File: src/rtl/hazard_unit_if.sv
// Hazard-unit port bundle: datapath-side hazard inputs and pipeline control outputs.
// The datapath uses the master modport and hazard_unit uses the slave modport.
interface hazard_unit_if #(
    parameter int RF_ADDR_WIDTH = 5
);
    logic [RF_ADDR_WIDTH-1:0] i_RsD;
    logic [RF_ADDR_WIDTH-1:0] i_RtD;
    logic [RF_ADDR_WIDTH-1:0] i_RsE;
    logic [RF_ADDR_WIDTH-1:0] i_RtE;
    logic [RF_ADDR_WIDTH-1:0] i_WriteRegE;
    logic [RF_ADDR_WIDTH-1:0] i_WriteRegM;
    logic [RF_ADDR_WIDTH-1:0] i_WriteRegW;
    logic                     i_RegWriteE;
    logic                     i_RegWriteM;
    logic                     i_RegWriteW;
    logic                     i_MemtoRegE;
    logic                     i_MemtoRegM;
    logic                     i_BranchD;
    logic                     i_JumpRegD;
    logic                     i_MulDivStartE;
    logic                     i_MulDivIsDivE;
    logic [1:0]               o_ForwardAE;
    logic [1:0]               o_ForwardBE;
    logic                     o_ForwardAD;
    logic                     o_ForwardBD;
    logic                     o_StallF;
    logic                     o_StallD;
    logic                     o_StallE;
    logic                     o_FlushE;
    logic                     o_MulDivBusy;
    logic                     o_MulDivDone;
    // Debug view of the mul/div FSM: 0 IDLE, 1 BUSY, 2 DONE.
    logic [1:0]               o_DbgState;

    // There is no valid/ready handshake: every signal is a level, sampled each cycle.
    modport master (
        output i_RsD, i_RtD, i_RsE, i_RtE, i_WriteRegE, i_WriteRegM, i_WriteRegW,
               i_RegWriteE, i_RegWriteM, i_RegWriteW, i_MemtoRegE, i_MemtoRegM,
               i_BranchD, i_JumpRegD, i_MulDivStartE, i_MulDivIsDivE,
        input  o_ForwardAE, o_ForwardBE, o_ForwardAD, o_ForwardBD, o_StallF, o_StallD,
               o_StallE, o_FlushE, o_MulDivBusy, o_MulDivDone, o_DbgState
    );

    modport slave (
        input  i_RsD, i_RtD, i_RsE, i_RtE, i_WriteRegE, i_WriteRegM, i_WriteRegW,
               i_RegWriteE, i_RegWriteM, i_RegWriteW, i_MemtoRegE, i_MemtoRegM,
               i_BranchD, i_JumpRegD, i_MulDivStartE, i_MulDivIsDivE,
        output o_ForwardAE, o_ForwardBE, o_ForwardAD, o_ForwardBD, o_StallF, o_StallD,
               o_StallE, o_FlushE, o_MulDivBusy, o_MulDivDone, o_DbgState
    );
endinterface

File: src/rtl/hazard_unit.sv
// Five-stage MIPS hazard controller: forwarding selects, load-use/branch stalls, and mul/div occupancy.
// The mul/div FSM is compiled in only when HAZARD_MULDIV_EN is defined.
module hazard_unit #(
    parameter int RF_ADDR_WIDTH = 5,
    parameter int MUL_CYCLES    = 4,
    parameter int DIV_CYCLES    = 32,
    parameter int CNT_WIDTH     = 6
) (
    input logic          i_CLK,
    input logic          i_RST,
    hazard_unit_if.slave hz
);
    localparam logic [RF_ADDR_WIDTH-1:0] ZERO_REG = '0;

    logic lwstall;
    logic brstall;
    logic mdstall;
    logic m_fwd_ok;
    logic w_fwd_ok;

    // A destination is only a forwarding source when it writes and is not $zero.
    assign m_fwd_ok = hz.i_RegWriteM && (hz.i_WriteRegM != ZERO_REG);
    assign w_fwd_ok = hz.i_RegWriteW && (hz.i_WriteRegW != ZERO_REG);

    always_comb begin
        hz.o_ForwardAE = 2'b00;
        hz.o_ForwardBE = 2'b00;
        if (m_fwd_ok && (hz.i_WriteRegM == hz.i_RsE)) begin
            hz.o_ForwardAE = 2'b10;
        end else if (w_fwd_ok && (hz.i_WriteRegW == hz.i_RsE)) begin
            hz.o_ForwardAE = 2'b01;
        end
        if (m_fwd_ok && (hz.i_WriteRegM == hz.i_RtE)) begin
            hz.o_ForwardBE = 2'b10;
        end else if (w_fwd_ok && (hz.i_WriteRegW == hz.i_RtE)) begin
            hz.o_ForwardBE = 2'b01;
        end
    end

    assign hz.o_ForwardAD = (hz.i_RsD != ZERO_REG) && (hz.i_RsD == hz.i_WriteRegM) && hz.i_RegWriteM;
    assign hz.o_ForwardBD = (hz.i_RtD != ZERO_REG) && (hz.i_RtD == hz.i_WriteRegM) && hz.i_RegWriteM;

    assign lwstall = hz.i_MemtoRegE && (hz.i_WriteRegE != ZERO_REG) &&
                     ((hz.i_WriteRegE == hz.i_RsD) || (hz.i_WriteRegE == hz.i_RtD));

    // Early branch compare cannot see an ALU result still in E, nor load data still in M.
    assign brstall = (hz.i_BranchD || hz.i_JumpRegD) && (
                     (hz.i_RegWriteE && (hz.i_WriteRegE != ZERO_REG) &&
                      ((hz.i_WriteRegE == hz.i_RsD) || (hz.i_WriteRegE == hz.i_RtD))) ||
                     (hz.i_MemtoRegM && (hz.i_WriteRegM != ZERO_REG) &&
                      ((hz.i_WriteRegM == hz.i_RsD) || (hz.i_WriteRegM == hz.i_RtD))));

`ifdef HAZARD_MULDIV_EN
    typedef enum logic [1:0] {
        IDLE = 2'd0,
        BUSY = 2'd1,
        DONE = 2'd2
    } md_state_t;

    md_state_t            state;
    md_state_t            state_next;
    logic [CNT_WIDTH-1:0] cnt;
    logic [CNT_WIDTH-1:0] cnt_next;

    always_ff @(posedge i_CLK or posedge i_RST) begin
        if (i_RST) begin
            state <= IDLE;
            cnt   <= '0;
        end else begin
            state <= state_next;
            cnt   <= cnt_next;
        end
    end

    always_comb begin
        state_next = state;
        cnt_next   = cnt;
        case (state)
            IDLE: begin
                if (hz.i_MulDivStartE) begin
                    state_next = BUSY;
                    cnt_next   = hz.i_MulDivIsDivE ? CNT_WIDTH'(DIV_CYCLES - 1)
                                                   : CNT_WIDTH'(MUL_CYCLES - 1);
                end
            end
            BUSY: begin
                if (cnt == '0) begin
                    state_next = DONE;
                end else begin
                    cnt_next = cnt - 1'b1;
                end
            end
            DONE:    state_next = IDLE;
            default: state_next = IDLE;
        endcase
    end

    // DONE releases the stall so the finished instruction leaves E at the end of that cycle.
    assign mdstall         = ((state == IDLE) && hz.i_MulDivStartE) || (state == BUSY);
    assign hz.o_MulDivBusy = (state != IDLE);
    assign hz.o_MulDivDone = (state == DONE);
    assign hz.o_StallE     = mdstall;
    assign hz.o_DbgState   = state;
`else
    logic unused_md;
    assign unused_md = ^{i_CLK, i_RST, hz.i_MulDivStartE, hz.i_MulDivIsDivE,
                         MUL_CYCLES, DIV_CYCLES, CNT_WIDTH};

    assign mdstall         = 1'b0;
    assign hz.o_MulDivBusy = 1'b0;
    assign hz.o_MulDivDone = 1'b0;
    assign hz.o_StallE     = 1'b0;
    assign hz.o_DbgState   = 2'd0;
`endif

    assign hz.o_StallF = lwstall | brstall | mdstall;
    assign hz.o_StallD = lwstall | brstall | mdstall;
    // An instruction held in E by a mul/div must never be replaced by a bubble.
    assign hz.o_FlushE = (lwstall | brstall) & ~mdstall;
endmodule
File: src/flat_wrapper.sv
// flat-port wrapper written by rule: the top's interface ports become plain ports
module hazard_unit_flat 
#(
    parameter int RF_ADDR_WIDTH = 5,
    parameter int MUL_CYCLES    = 4,
    parameter int DIV_CYCLES    = 32,
    parameter int CNT_WIDTH     = 6
)
  (i_CLK, i_RST, hz_i_RsD, hz_i_RtD, hz_i_RsE, hz_i_RtE, hz_i_WriteRegE, hz_i_WriteRegM, hz_i_WriteRegW, hz_i_RegWriteE, hz_i_RegWriteM, hz_i_RegWriteW, hz_i_MemtoRegE, hz_i_MemtoRegM, hz_i_BranchD, hz_i_JumpRegD, hz_i_MulDivStartE, hz_i_MulDivIsDivE, hz_o_ForwardAE, hz_o_ForwardBE, hz_o_ForwardAD, hz_o_ForwardBD, hz_o_StallF, hz_o_StallD, hz_o_StallE, hz_o_FlushE, hz_o_MulDivBusy, hz_o_MulDivDone, hz_o_DbgState);
  hazard_unit_if #(.RF_ADDR_WIDTH(RF_ADDR_WIDTH)) hz_i ();
  input logic i_CLK;
  input logic i_RST;
  input wire logic [$bits(hz_i.i_RsD)-1:0] hz_i_RsD;
  input wire logic [$bits(hz_i.i_RtD)-1:0] hz_i_RtD;
  input wire logic [$bits(hz_i.i_RsE)-1:0] hz_i_RsE;
  input wire logic [$bits(hz_i.i_RtE)-1:0] hz_i_RtE;
  input wire logic [$bits(hz_i.i_WriteRegE)-1:0] hz_i_WriteRegE;
  input wire logic [$bits(hz_i.i_WriteRegM)-1:0] hz_i_WriteRegM;
  input wire logic [$bits(hz_i.i_WriteRegW)-1:0] hz_i_WriteRegW;
  input wire logic [$bits(hz_i.i_RegWriteE)-1:0] hz_i_RegWriteE;
  input wire logic [$bits(hz_i.i_RegWriteM)-1:0] hz_i_RegWriteM;
  input wire logic [$bits(hz_i.i_RegWriteW)-1:0] hz_i_RegWriteW;
  input wire logic [$bits(hz_i.i_MemtoRegE)-1:0] hz_i_MemtoRegE;
  input wire logic [$bits(hz_i.i_MemtoRegM)-1:0] hz_i_MemtoRegM;
  input wire logic [$bits(hz_i.i_BranchD)-1:0] hz_i_BranchD;
  input wire logic [$bits(hz_i.i_JumpRegD)-1:0] hz_i_JumpRegD;
  input wire logic [$bits(hz_i.i_MulDivStartE)-1:0] hz_i_MulDivStartE;
  input wire logic [$bits(hz_i.i_MulDivIsDivE)-1:0] hz_i_MulDivIsDivE;
  output wire logic [$bits(hz_i.o_ForwardAE)-1:0] hz_o_ForwardAE;
  output wire logic [$bits(hz_i.o_ForwardBE)-1:0] hz_o_ForwardBE;
  output wire logic [$bits(hz_i.o_ForwardAD)-1:0] hz_o_ForwardAD;
  output wire logic [$bits(hz_i.o_ForwardBD)-1:0] hz_o_ForwardBD;
  output wire logic [$bits(hz_i.o_StallF)-1:0] hz_o_StallF;
  output wire logic [$bits(hz_i.o_StallD)-1:0] hz_o_StallD;
  output wire logic [$bits(hz_i.o_StallE)-1:0] hz_o_StallE;
  output wire logic [$bits(hz_i.o_FlushE)-1:0] hz_o_FlushE;
  output wire logic [$bits(hz_i.o_MulDivBusy)-1:0] hz_o_MulDivBusy;
  output wire logic [$bits(hz_i.o_MulDivDone)-1:0] hz_o_MulDivDone;
  output wire logic [$bits(hz_i.o_DbgState)-1:0] hz_o_DbgState;
  assign hz_i.i_RsD = hz_i_RsD;
  assign hz_i.i_RtD = hz_i_RtD;
  assign hz_i.i_RsE = hz_i_RsE;
  assign hz_i.i_RtE = hz_i_RtE;
  assign hz_i.i_WriteRegE = hz_i_WriteRegE;
  assign hz_i.i_WriteRegM = hz_i_WriteRegM;
  assign hz_i.i_WriteRegW = hz_i_WriteRegW;
  assign hz_i.i_RegWriteE = hz_i_RegWriteE;
  assign hz_i.i_RegWriteM = hz_i_RegWriteM;
  assign hz_i.i_RegWriteW = hz_i_RegWriteW;
  assign hz_i.i_MemtoRegE = hz_i_MemtoRegE;
  assign hz_i.i_MemtoRegM = hz_i_MemtoRegM;
  assign hz_i.i_BranchD = hz_i_BranchD;
  assign hz_i.i_JumpRegD = hz_i_JumpRegD;
  assign hz_i.i_MulDivStartE = hz_i_MulDivStartE;
  assign hz_i.i_MulDivIsDivE = hz_i_MulDivIsDivE;
  assign hz_o_ForwardAE = hz_i.o_ForwardAE;
  assign hz_o_ForwardBE = hz_i.o_ForwardBE;
  assign hz_o_ForwardAD = hz_i.o_ForwardAD;
  assign hz_o_ForwardBD = hz_i.o_ForwardBD;
  assign hz_o_StallF = hz_i.o_StallF;
  assign hz_o_StallD = hz_i.o_StallD;
  assign hz_o_StallE = hz_i.o_StallE;
  assign hz_o_FlushE = hz_i.o_FlushE;
  assign hz_o_MulDivBusy = hz_i.o_MulDivBusy;
  assign hz_o_MulDivDone = hz_i.o_MulDivDone;
  assign hz_o_DbgState = hz_i.o_DbgState;
  hazard_unit #(.RF_ADDR_WIDTH(RF_ADDR_WIDTH), .MUL_CYCLES(MUL_CYCLES), .DIV_CYCLES(DIV_CYCLES), .CNT_WIDTH(CNT_WIDTH)) u_core (.i_CLK(i_CLK), .i_RST(i_RST), .hz(hz_i));
endmodule
File: config.mk
export PLATFORM = sky130hd
export DESIGN_NAME = hazard_unit_flat
export DESIGN_NICKNAME = d
export VERILOG_FILES = /design/src/rtl/hazard_unit_if.sv /design/src/rtl/hazard_unit.sv /design/src/flat_wrapper.sv
export SDC_FILE = /design/constraint.sdc
export NUM_CORES = 1
export LEC_CHECK = 0
export CAP_MARGIN = 20
export CORE_MARGIN = 3
export CORE_UTILIZATION = 33
export DETAILED_ROUTE_END_ITERATION = 16
export GPL_TIMING_DRIVEN = 0
export PLACE_DENSITY = 0.86
export SLEW_MARGIN = 20
export SYNTH_ARGS = -nofsm -noshare
export SYNTH_HDL_FRONTEND = slang
export SYNTH_SLANG_ARGS = --single-unit
File: constraint.sdc
create_clock -name vclk -period 2.5
set_clock_uncertainty 0.1 [all_clocks]
set_input_delay 0.5 -clock vclk [all_inputs]
set_output_delay 0.5 -clock vclk [all_outputs]
set_load 0.01 [all_outputs]
==> run_results.csv, run 1 <==
group,metric,value,unit
outcome,status,"completed",
floorplan,io_pins,60,
timing,hold_ws,1.472,ns
setup_path,cpMaxStageDelayCell,"or4_1",
global_route,grt_first_pass_wirelength,3236,um
logic_synthesis,syn_area,651.9,um2
floorplan,num_rows,15,
worst_hold_path,hold_class,"input pin to output pin",
global_route,grt_pass1_vias,746,
worst_hold_path,hp-start,"hz_i_WriteRegM[4]",
pwr,power_frac_seq,0,%
pwr,p_total,0.1860,mW
timing,min_period_over_period,99.21,%
run,max_cap_violations,0,
logic_synthesis,yosysWarnings,0,
placement,io_buffers,46,
cells_and_area,fin_cells,160,
timing,min_period,2.480,ns
pwr,internal_power,0.1027,mW
setup_path,worstSetupStartpoint,"hz_i_WriteRegW[1]",
global_route,antenna_found_initial,0,
setup_path,required,1.90,ns
route,wirelength,2168,um
route,first_pass_iters,4,
pwr,cellLeakagePower,0.5223,nW
cells_and_area,n_clock_buffer,0,
logic_synthesis,avgSynthCellArea,7.760,um2
global_route,busiest_layer,"met2",
cells_and_area,design.seq.count,0,
route,viasPerCell,4.794,
floorplan,die_area,2545,um2
timing,finalHoldViolCount,0,
timing,max_freq,0.4032,GHz
global_route,grt-ovfl-total,0,
logic_synthesis,yosysSeqAreaShare,0,%
global_route,use_met1,17.73,%
placement,post_dp_cell_area,1159,um2
cells_and_area,n_antenna_cell,0,
route,avgRoutedWirePerCell,13.55,um
route,first_iter_violations,3,
setup_path,crit_family,"simple AND/OR/NAND/NOR gates",
clock_network,cts_hold_buf,0,
logic_synthesis,yosysTopAreaCell,"xor2_1",
placement,globalplace.congestion,0.7025,
logic_synthesis,yosysTopAreaCellShare,30.90,%
placement,placed_cells,159,
global_route,grt_max_degree,7,
cells_and_area,drive_gt1_share,23.70,%
setup_path,start_kind,"input pin",
setup_path,path_buf_inv,2,
placement,post-place-ws,-0.6562,ns
timing,rsz0062_at_grt,"yes",
cells_and_area,register_area,0,um2
floorplan,start_util,36.18,%
pwr,clockPowerShare,0,%
global_route,grt_usage,15.50,%
logic_synthesis,ys_top_cells_by_count,"xor2_1 (23), xnor2_1 (17), buf_4 (7)",
setup_path,path_cells,"dlygate4sd2_1, or4_1, o21ai_2, or4_1, nor4_2, buf_2",
setup_path,slowest_delay,0.58,ns
route,antenna_left,0,
setup_path,crit_path_max_fanout,3,
logic_synthesis,ys_types,21,
logic_synthesis,synthCells,84,
route,drc,0,
logic_synthesis,ys_top_cells_by_area,"xor2_1 (31%), xnor2_1 (23%), buf_4 (8.1%), or4_1 (4.6%), nand3_1 (3.8%)",
cells_and_area,fin_area,1200,um2
cells_and_area,syn2layout_area_growth,84.07,%
timing,timing.final.ws_setup,0.01971,ns
timing,drv_slew,0,
pwr,worst_ir_drop_vdd,82.57,uV
floorplan,core_area,1802,um2
pwr,powerDensity,155.0,nW/um2
setup_path,critPathKind,"input pin to output pin",
logic_synthesis,yosysMostFrequentCell,"xor2_1",
floorplan,fp.dieH,50.45,um
route,num_vias,767,
setup_path,cp-end-kind,"output pin",
pwr,switching_share,44.76,%
global_route,grt_use_met3,1.780,%
placement,hpwl,1781,um
global_route,met2_usage,31.74,%
pwr,combPwrFrac,100.0,%
timing,finalSetupViolations,0,
setup_path,worst_ep_arrival_time,1.88,ns
floorplan,die_x,50.45,um
pwr,power.switching,0.08326,mW
cells_and_area,nNetsFinal,183,
setup_path,cp_common_cell,"or4_1",
-- area by class of cell --
type               instances  area (um2)
fillers                  167       601.8
well taps                 25       31.28
plain buffers             12       88.84
multi-input cells         76       650.6
repair buffers            47       429.2
-- kinds of logic (layout without fill, tap and decap cells) --
kind of cell / count (synthesis) / after routing / synth area share (%)
AOI/OAI and AO/OA: 11 / 11 / 12.09
and+or+nand+nor: 20 / 20 / 20.92
xor gates and xnor gates: 40 / 40 / 53.74
other: 1 / 5 / 0.5753
buffers and inverters: 12 / 59 / 12.67
-- routing by layer --
metal  share of wire, %  wire length, um  up-vias
met5                  0                0        -
met1                 40              874      346
met3                6.7              145        0
met4                  0                0        0
met2                 53             1148       31
li1                   -                -      390
-- power groups by stage --
stage,registers [mW],clock network [mW],logic (mW)
4_1_cts,0,0,0.178
5_1_grt,0,0,0.201
3_3_place_gp,0,0,0.182
3_5_place_dp,0,0,0.186
6_report,0,0,0.186
2_1_floorplan,0,0,0.0891
-- placed cells by master, fill, tap and decap left out, drive strengths merged --
cell type	synthesis	layout
nor3	4	4
o21a	1	1
dlygate4sd2	0	24
o21ba	1	1
clkdlybuf4s15	0	4
xor2	23	23
nand3	5	5
conb	1	5
or3	2	2
o311a	2	2
o21ai	5	5
clkbuf	1	1
dlymetal6s2s	0	2
o22ai	1	1
a31oi	1	1
or4	5	5
buf	11	16
clkdlybuf4s50	0	12
nor4	4	4
xnor2	17	17
-- per-stage QoR --
step | util (%) | TNS (ns)
3_3_place_gp | 64.31 | -4.166
5_1_grt | 66.60 | -0.07224
2_1_floorplan | - | 0
4_1_cts | 63.89 | -0.08338
3_5_place_dp | 64.31 | -4.523
6_report | 66.60 | 0
-- tightest hold or removal path: stages --
cell and delay, ns:
buf_6 0.10, xnor2_1 0.07, nand3_1 0.08, nor4_2 0.05
dlygate4sd2_1 0.27
-- path summary, 6_finish.rpt --
check	to	depth (start not counted)
min	hz_o_ForwardAE[1]	5
max	hz_o_ForwardAE[0]	6
-- repair_timing --
action	4_1_cts	5_1_grt
setup endpoints to repair	9	5
setup buffers	2	0
pin swaps	4	5
gates resized for setup	54	15
Note: power is estimated with default switching activity, not from simulation.
==> run 2: changes to the inputs <==
Settings changed: TNS_END_PERCENT set to 100.
==> results of run 2 <==
The final DEF is identical to that of run 1; final timing and power are the same.
==> run 3: changes to the inputs <==
Settings changed: MAX_ROUTING_LAYER set to met4.
==> results of run 3 <==
The final DEF is identical to that of run 1; final timing and power are the same.
Main changes from that run: final weighted congestion in routability-driven placement 0.7025 -> 0.7102; overall routing resource usage 15.50% -> 15.91%
